===== src/rtl/ntlm_candidate_gen.sv =====
// Brute-force candidate enumerator feeding Calculate_NTLM: every string over the charset,
// shortest first. Define NTLM_CHARSET_DIGITS_EN to append '0'..'9' to the lowercase charset.
module ntlm_candidate_gen #(
  parameter int MIN_LEN = 1,
  parameter int MAX_LEN = 6
) (
  input  logic         clk,
  input  logic         rst,
  input  logic         start,
  input  logic         stop,
  input  logic         cand_ready,
  output logic         cand_valid,
  output logic [0:127] instr,
  output logic [0:3]   length,
  output logic         done,
  output logic [0:31]  cand_count
);

  typedef enum logic [1:0] {
    ST_IDLE,
    ST_RUN,
    ST_DONE
  } state_e;

`ifdef NTLM_CHARSET_DIGITS_EN
  localparam int CHARSET_N = 36;
`else
  localparam int CHARSET_N = 26;
`endif
  localparam logic [5:0] IDX_LAST = 6'(CHARSET_N - 1);

  function automatic logic [7:0] char_of(input logic [5:0] i);
`ifdef NTLM_CHARSET_DIGITS_EN
    if (i < 6'd26) return 8'h61 + {2'b00, i};
    else           return 8'h30 + {2'b00, i - 6'd26};
`else
    return 8'h61 + {2'b00, i};
`endif
  endfunction

  state_e       state_q, state_d;
  logic [5:0]   idx_q [MAX_LEN];
  logic [5:0]   idx_d [MAX_LEN];
  logic [5:0]   idx_adv [MAX_LEN];
  logic [3:0]   len_q, len_d;
  logic [31:0]  count_q, count_d;
  logic [0:127] instr_q, instr_d;
  logic         wrap_all;

  // Odometer increment: position len-1 is least significant; wrap_all is the carry out of idx[0].
  always_comb begin
    // NOTE: every combinational output gets a default before any branch, so no latch is inferred.
    idx_adv  = idx_q;
    wrap_all = 1'b1;
    for (int k = MAX_LEN - 1; k >= 0; k--) begin
      if (k < int'(len_q) && wrap_all) begin
        if (idx_q[k] == IDX_LAST) begin
          idx_adv[k] = '0;
        end else begin
          idx_adv[k] = idx_q[k] + 6'd1;
          wrap_all   = 1'b0;
        end
      end
    end
  end

  always_comb begin
    state_d = state_q;
    idx_d   = idx_q;
    len_d   = len_q;
    count_d = count_q;

    unique case (state_q)
      ST_IDLE, ST_DONE: begin
        if (start) begin
          state_d = ST_RUN;
          len_d   = 4'(MIN_LEN);
          idx_d   = '{default: '0};
          count_d = '0;
        end
      end
      ST_RUN: begin
        if (cand_ready && count_q != '1) count_d = count_q + 32'd1;
        // A hash match freezes the current candidate even if it was just accepted.
        if (stop) begin
          state_d = ST_DONE;
        end else if (cand_ready) begin
          if (!wrap_all) begin
            idx_d = idx_adv;
          end else if (int'(len_q) < MAX_LEN) begin
            len_d = len_q + 4'd1;
            idx_d = '{default: '0};
          end else begin
            state_d = ST_DONE;
          end
        end
      end
      default: state_d = ST_IDLE;
    endcase

    instr_d = '0;
    for (int k = 0; k < MAX_LEN; k++) begin
      if (k < int'(len_d)) instr_d[8*k +: 8] = char_of(idx_d[k]);
    end
  end

  // NOTE: sequential state is written with non-blocking assignments only, so every flop
  // samples the pre-edge values; the index array is tiny and is reset along with everything else.
  always_ff @(posedge clk) begin
    if (rst) begin
      state_q <= ST_IDLE;
      idx_q   <= '{default: '0};
      len_q   <= '0;
      count_q <= '0;
      instr_q <= '0;
    end else begin
      state_q <= state_d;
      idx_q   <= idx_d;
      len_q   <= len_d;
      count_q <= count_d;
      instr_q <= instr_d;
    end
  end

  assign cand_valid = (state_q == ST_RUN);
  assign done       = (state_q == ST_DONE);
  assign instr      = instr_q;
  assign length     = len_q;
  assign cand_count = count_q;

endmodule


===== config.mk =====
export PLATFORM = sky130hd
export DESIGN_NAME = ntlm_candidate_gen
export DESIGN_NICKNAME = d
export VERILOG_FILES = /design/src/rtl/ntlm_candidate_gen.sv
export SDC_FILE = /design/constraint.sdc
export NUM_CORES = 1
export LEC_CHECK = 0
export ABC_AREA = 1
export CORE_UTILIZATION = 47
export CTS_CLUSTER_DIAMETER = 60
export DETAILED_ROUTE_END_ITERATION = 16
export HOLD_SLACK_MARGIN = 0.08
export PLACE_DENSITY = 0.75
export SYNTH_ARGS = -nofsm -noshare
export SYNTH_HDL_FRONTEND = slang
export SYNTH_SLANG_ARGS = --single-unit

===== constraint.sdc =====
create_clock -name clk -period 6.9 [get_ports clk]
set_clock_uncertainty 0.2 [all_clocks]
set_input_delay 0.69 -clock clk [delete_from_list [all_inputs] [get_ports clk]]
set_output_delay 0.69 -clock clk [all_outputs]
set_load 0.02 [all_outputs]

==> impl_metrics.env <==
export IMPL_grt_pass1_wl_microns=28650
export IMPL_cp_endpoint="instr[18]"
export IMPL_period_minus_slack_ps=3607
export IMPL_finalCritPeriodShare_pct=52.28
export IMPL_status="complete, no violations"
export IMPL_hold_buffers=0
export IMPL_cellPowerDensity_mw_per_mm2=213.9
export IMPL_ys_top_cells_by_area="dfxtp_1 (32%), nand2_1 (13%), buf_4 (8.0%), nor2_1 (6.8%), inv_1 (6.1%)"
export IMPL_hold_path_startpoint="cand_count[21]"
export IMPL_hold_viol=0
export IMPL_grt_usage_pct=21.60
export IMPL_cp_end_kind="register"
export IMPL_dp_hpwl_microns=12220
export IMPL_initial_core_util_pct=48.95
export IMPL_cts_htree_levels=4
export IMPL_antenna_found_initial=0
export IMPL_crit_fanout=25
export IMPL_port_buffers=90
export IMPL_maxSlewViolCount=0
export IMPL_r2r_end="instr[18]"
export IMPL_dieArea_sq_mm=0.01658
export IMPL_grt_max_degree=41
export IMPL_vias=6824
export IMPL_stdcell_count=1422
export IMPL_slowest_stage="nor2_1"
export IMPL_insertion_delay_ps=420
export IMPL_drive_gt1_share_pct=10.07
export IMPL_fmax_mhz=277.2
export IMPL_place_area_sq_mm=0.008318
export IMPL_placed_cells=1390
export IMPL_cts_sinks=122
export IMPL_drc=0
export IMPL_ys_seq_area_share_pct=32.34
export IMPL_synth_area_sq_mm=0.007551
export IMPL_cts_root_buf="clkbuf_16"
export IMPL_place_congestion=0.8837
export IMPL_grt_overflow_total=0
export IMPL_nets=1223
export IMPL_drtIter0Drc=463
export IMPL_grt_pass1_vias=6256
export IMPL_startpoint="length[0]"
export IMPL_worstPathCellList="nor2_1, nor2_1, nand2_2, o21ai_2, a21oi_4, o21ai_2, a21oi_4, o21ai_4, nand2_2, o21ai_1, nand2_1, o21ai_1, nand3_2, inv_2, nand2_4, nand3_1, nand2_1"
export IMPL_hold_class="reg -> reg"
export IMPL_timing_rr_start="length[0]"
export IMPL_async_reset_ff_share_pct=0
export IMPL_dr_pass1_iters=5
export IMPL_drt_wirelength_per_cell_microns=11.96
export IMPL_avgSynthCellArea_sq_um=6.803
export IMPL_worst_endpoint_arrival_ps=3720
export IMPL_cts_made_buffers=17
export IMPL_worst_r2r_cell_count=17
export IMPL_yosysWarningCount=0
export IMPL_synthToLayoutAreaGrowth_pct=19.22
export IMPL_startpoint_type="register"
export IMPL_n_antenna_cell=0
export IMPL_vdd_ir_drop_worst_v=0.0002051
export IMPL_cpPeakStageDelay_ps=630
export IMPL_rsz0062_at_grt="false"
export IMPL_die_h_microns=128.8
export IMPL_tightest_slew_ps=1108
export IMPL_core_region_area_sq_mm=0.01543
export IMPL_clkSlewWorstSetupHoldPaths_ps=60
export IMPL_cap_violations=0
export IMPL_critPathKind="reg -> reg"
export IMPL_yosys_top_cells_count="nand2_1 (267), nor2_1 (136), inv_1 (123)"
export IMPL_drt_antenna_violating_nets=0
export IMPL_fin_area_sq_mm=0.009002
export IMPL_relSlewSlack_pct=26.04
export IMPL_cts_resized=0
export IMPL_setup_viol=0
export IMPL_boundaryPins=171
export IMPL_yosysMostFrequentCell="nand2_1"
export IMPL_fillCellCount=1459
export IMPL_yosysUniqueCellTypes=50
export IMPL_p_leak_nw=3.816
export IMPL_tns_ps=0
export IMPL_die_w_microns=128.8
export IMPL_power_total_w=0.001925
export IMPL_synth_top_area_cell="dfxtp_1"
export IMPL_ff2ff_setup_slack_ps=3290
export IMPL_synth_top_area_share_pct=32.34
export IMPL_cts_setup_buffers=0
export IMPL_syn_inst=1110
export IMPL_cp_required_ps=7010
export IMPL_viasPerCell=4.799
export IMPL_wl_microns=17000
export IMPL_synth_edf_count=0
export IMPL_row_count=45
export IMPL_synth_top_flop_cell="dfxtp_1"
export IMPL_clockBufferDepth=2
export IMPL_synth_seq_cells=122
export IMPL_cts_tree="built"
cells in the final DEF (no fill, tap or decap), types with 9 or more instances in the layout:
cell type and n:
o21ai_0 34, nand2_2 24, a21oi_1 70, nor2_1 135, nand3_2 9, ha_1 20
clkbuf_16 17, nand3_1 46, inv_1 123, clkdlybuf4s50_1 90, nor2_2 11, dfxtp_1 122
nand2_1 267, o21ai_1 21, xor2_1 22, conb_1 80
power breakdown:
group | switching, W | internal, W | total (W) | leakage [nW]
clock | 0.000322 | 0.000706 | 0.00103 | 0.330
combinational | 0.000136 | 0.0000422 | 0.000178 | 2.50
sequential | 0.00000680 | 0.000712 | 0.000719 | 0.985
total | 0.000465 | 0.00146 | 0.00193 | 3.82
worst min path at each step:
stage | end | slack (ps) | cells past startpoint
after global placement | cand_count[21] | 280 | 2
after global routing | cand_count[21] | 310 | 2
after floorplan | idx_q[22] | 290 | 2
after detailed placement | cand_count[21] | 270 | 2
after CTS | cand_count[21] | 280 | 2
final | cand_count[21] | 280 | 2
flip-flops by register name, indices dropped and copies added, names as in the netlist:
| register | flops |
|---|---|
| instr | 48 |
| idx_q | 36 |
| cand_count | 32 |
| length | 4 |
| state_q | 2 |
final cells by class:
cell class | instances | area [sq um] | share of cell area [%]
inverters | 134 | 503.0 | 5.587
flip-flops and latches | 122 | 2442 | 27.13
multi-input cells | 828 | 4170 | 46.32
well taps | 211 | 264.0 | 2.933
clock buffers | 21 | 470.5 | 5.226
repair buffers | 95 | 938.4 | 10.42
clock inverters | 11 | 214.0 | 2.377
routing by layer:
layer,global-route usage (%),wire (microns),vias up
met4,7.197,323,0
met2,36.98,8224,159
met3,6.653,1032,24
met5,0,0,-
li1,-,-,3539
met1,25.65,7421,3102
critical path, delay by kind of cell, from the launching register on:
family                 cells  cell delay [ps]
AND/OR/NAND/NOR            9             1690
flip-flops                 1              420
buffers and inverters      1              130
AO/OA/AOI/OAI              7             1050
kinds of logic (layout without fill, tap and decap cells):
kind of cell,count (synthesis),after routing,synth area share [%]
AND/OR/NAND/NOR,527,527,30.70
AO/OA/AOI/OAI,172,172,13.84
flip-flops,122,122,32.34
other,1,80,0.04966
XOR/XNOR,29,29,3.364
buffers and inverters,239,261,16.39
adder cells (fa/ha/maj),20,20,3.314
metrics by stage:
stage / util [%] / setup WS (ps) / hold WS (ps)
6_report: 58.35 / 3293 / 277.6
2_1_floorplan: - / 3999 / 293.8
3_5_place_dp: 53.92 / 3222 / 268.5
4_1_cts: 58.35 / 3369 / 279.9
3_3_place_gp: 53.92 / 3240 / 277.8
5_1_grt: 58.35 / 2932 / 313.1
Power figures use the tool's default switching activity.
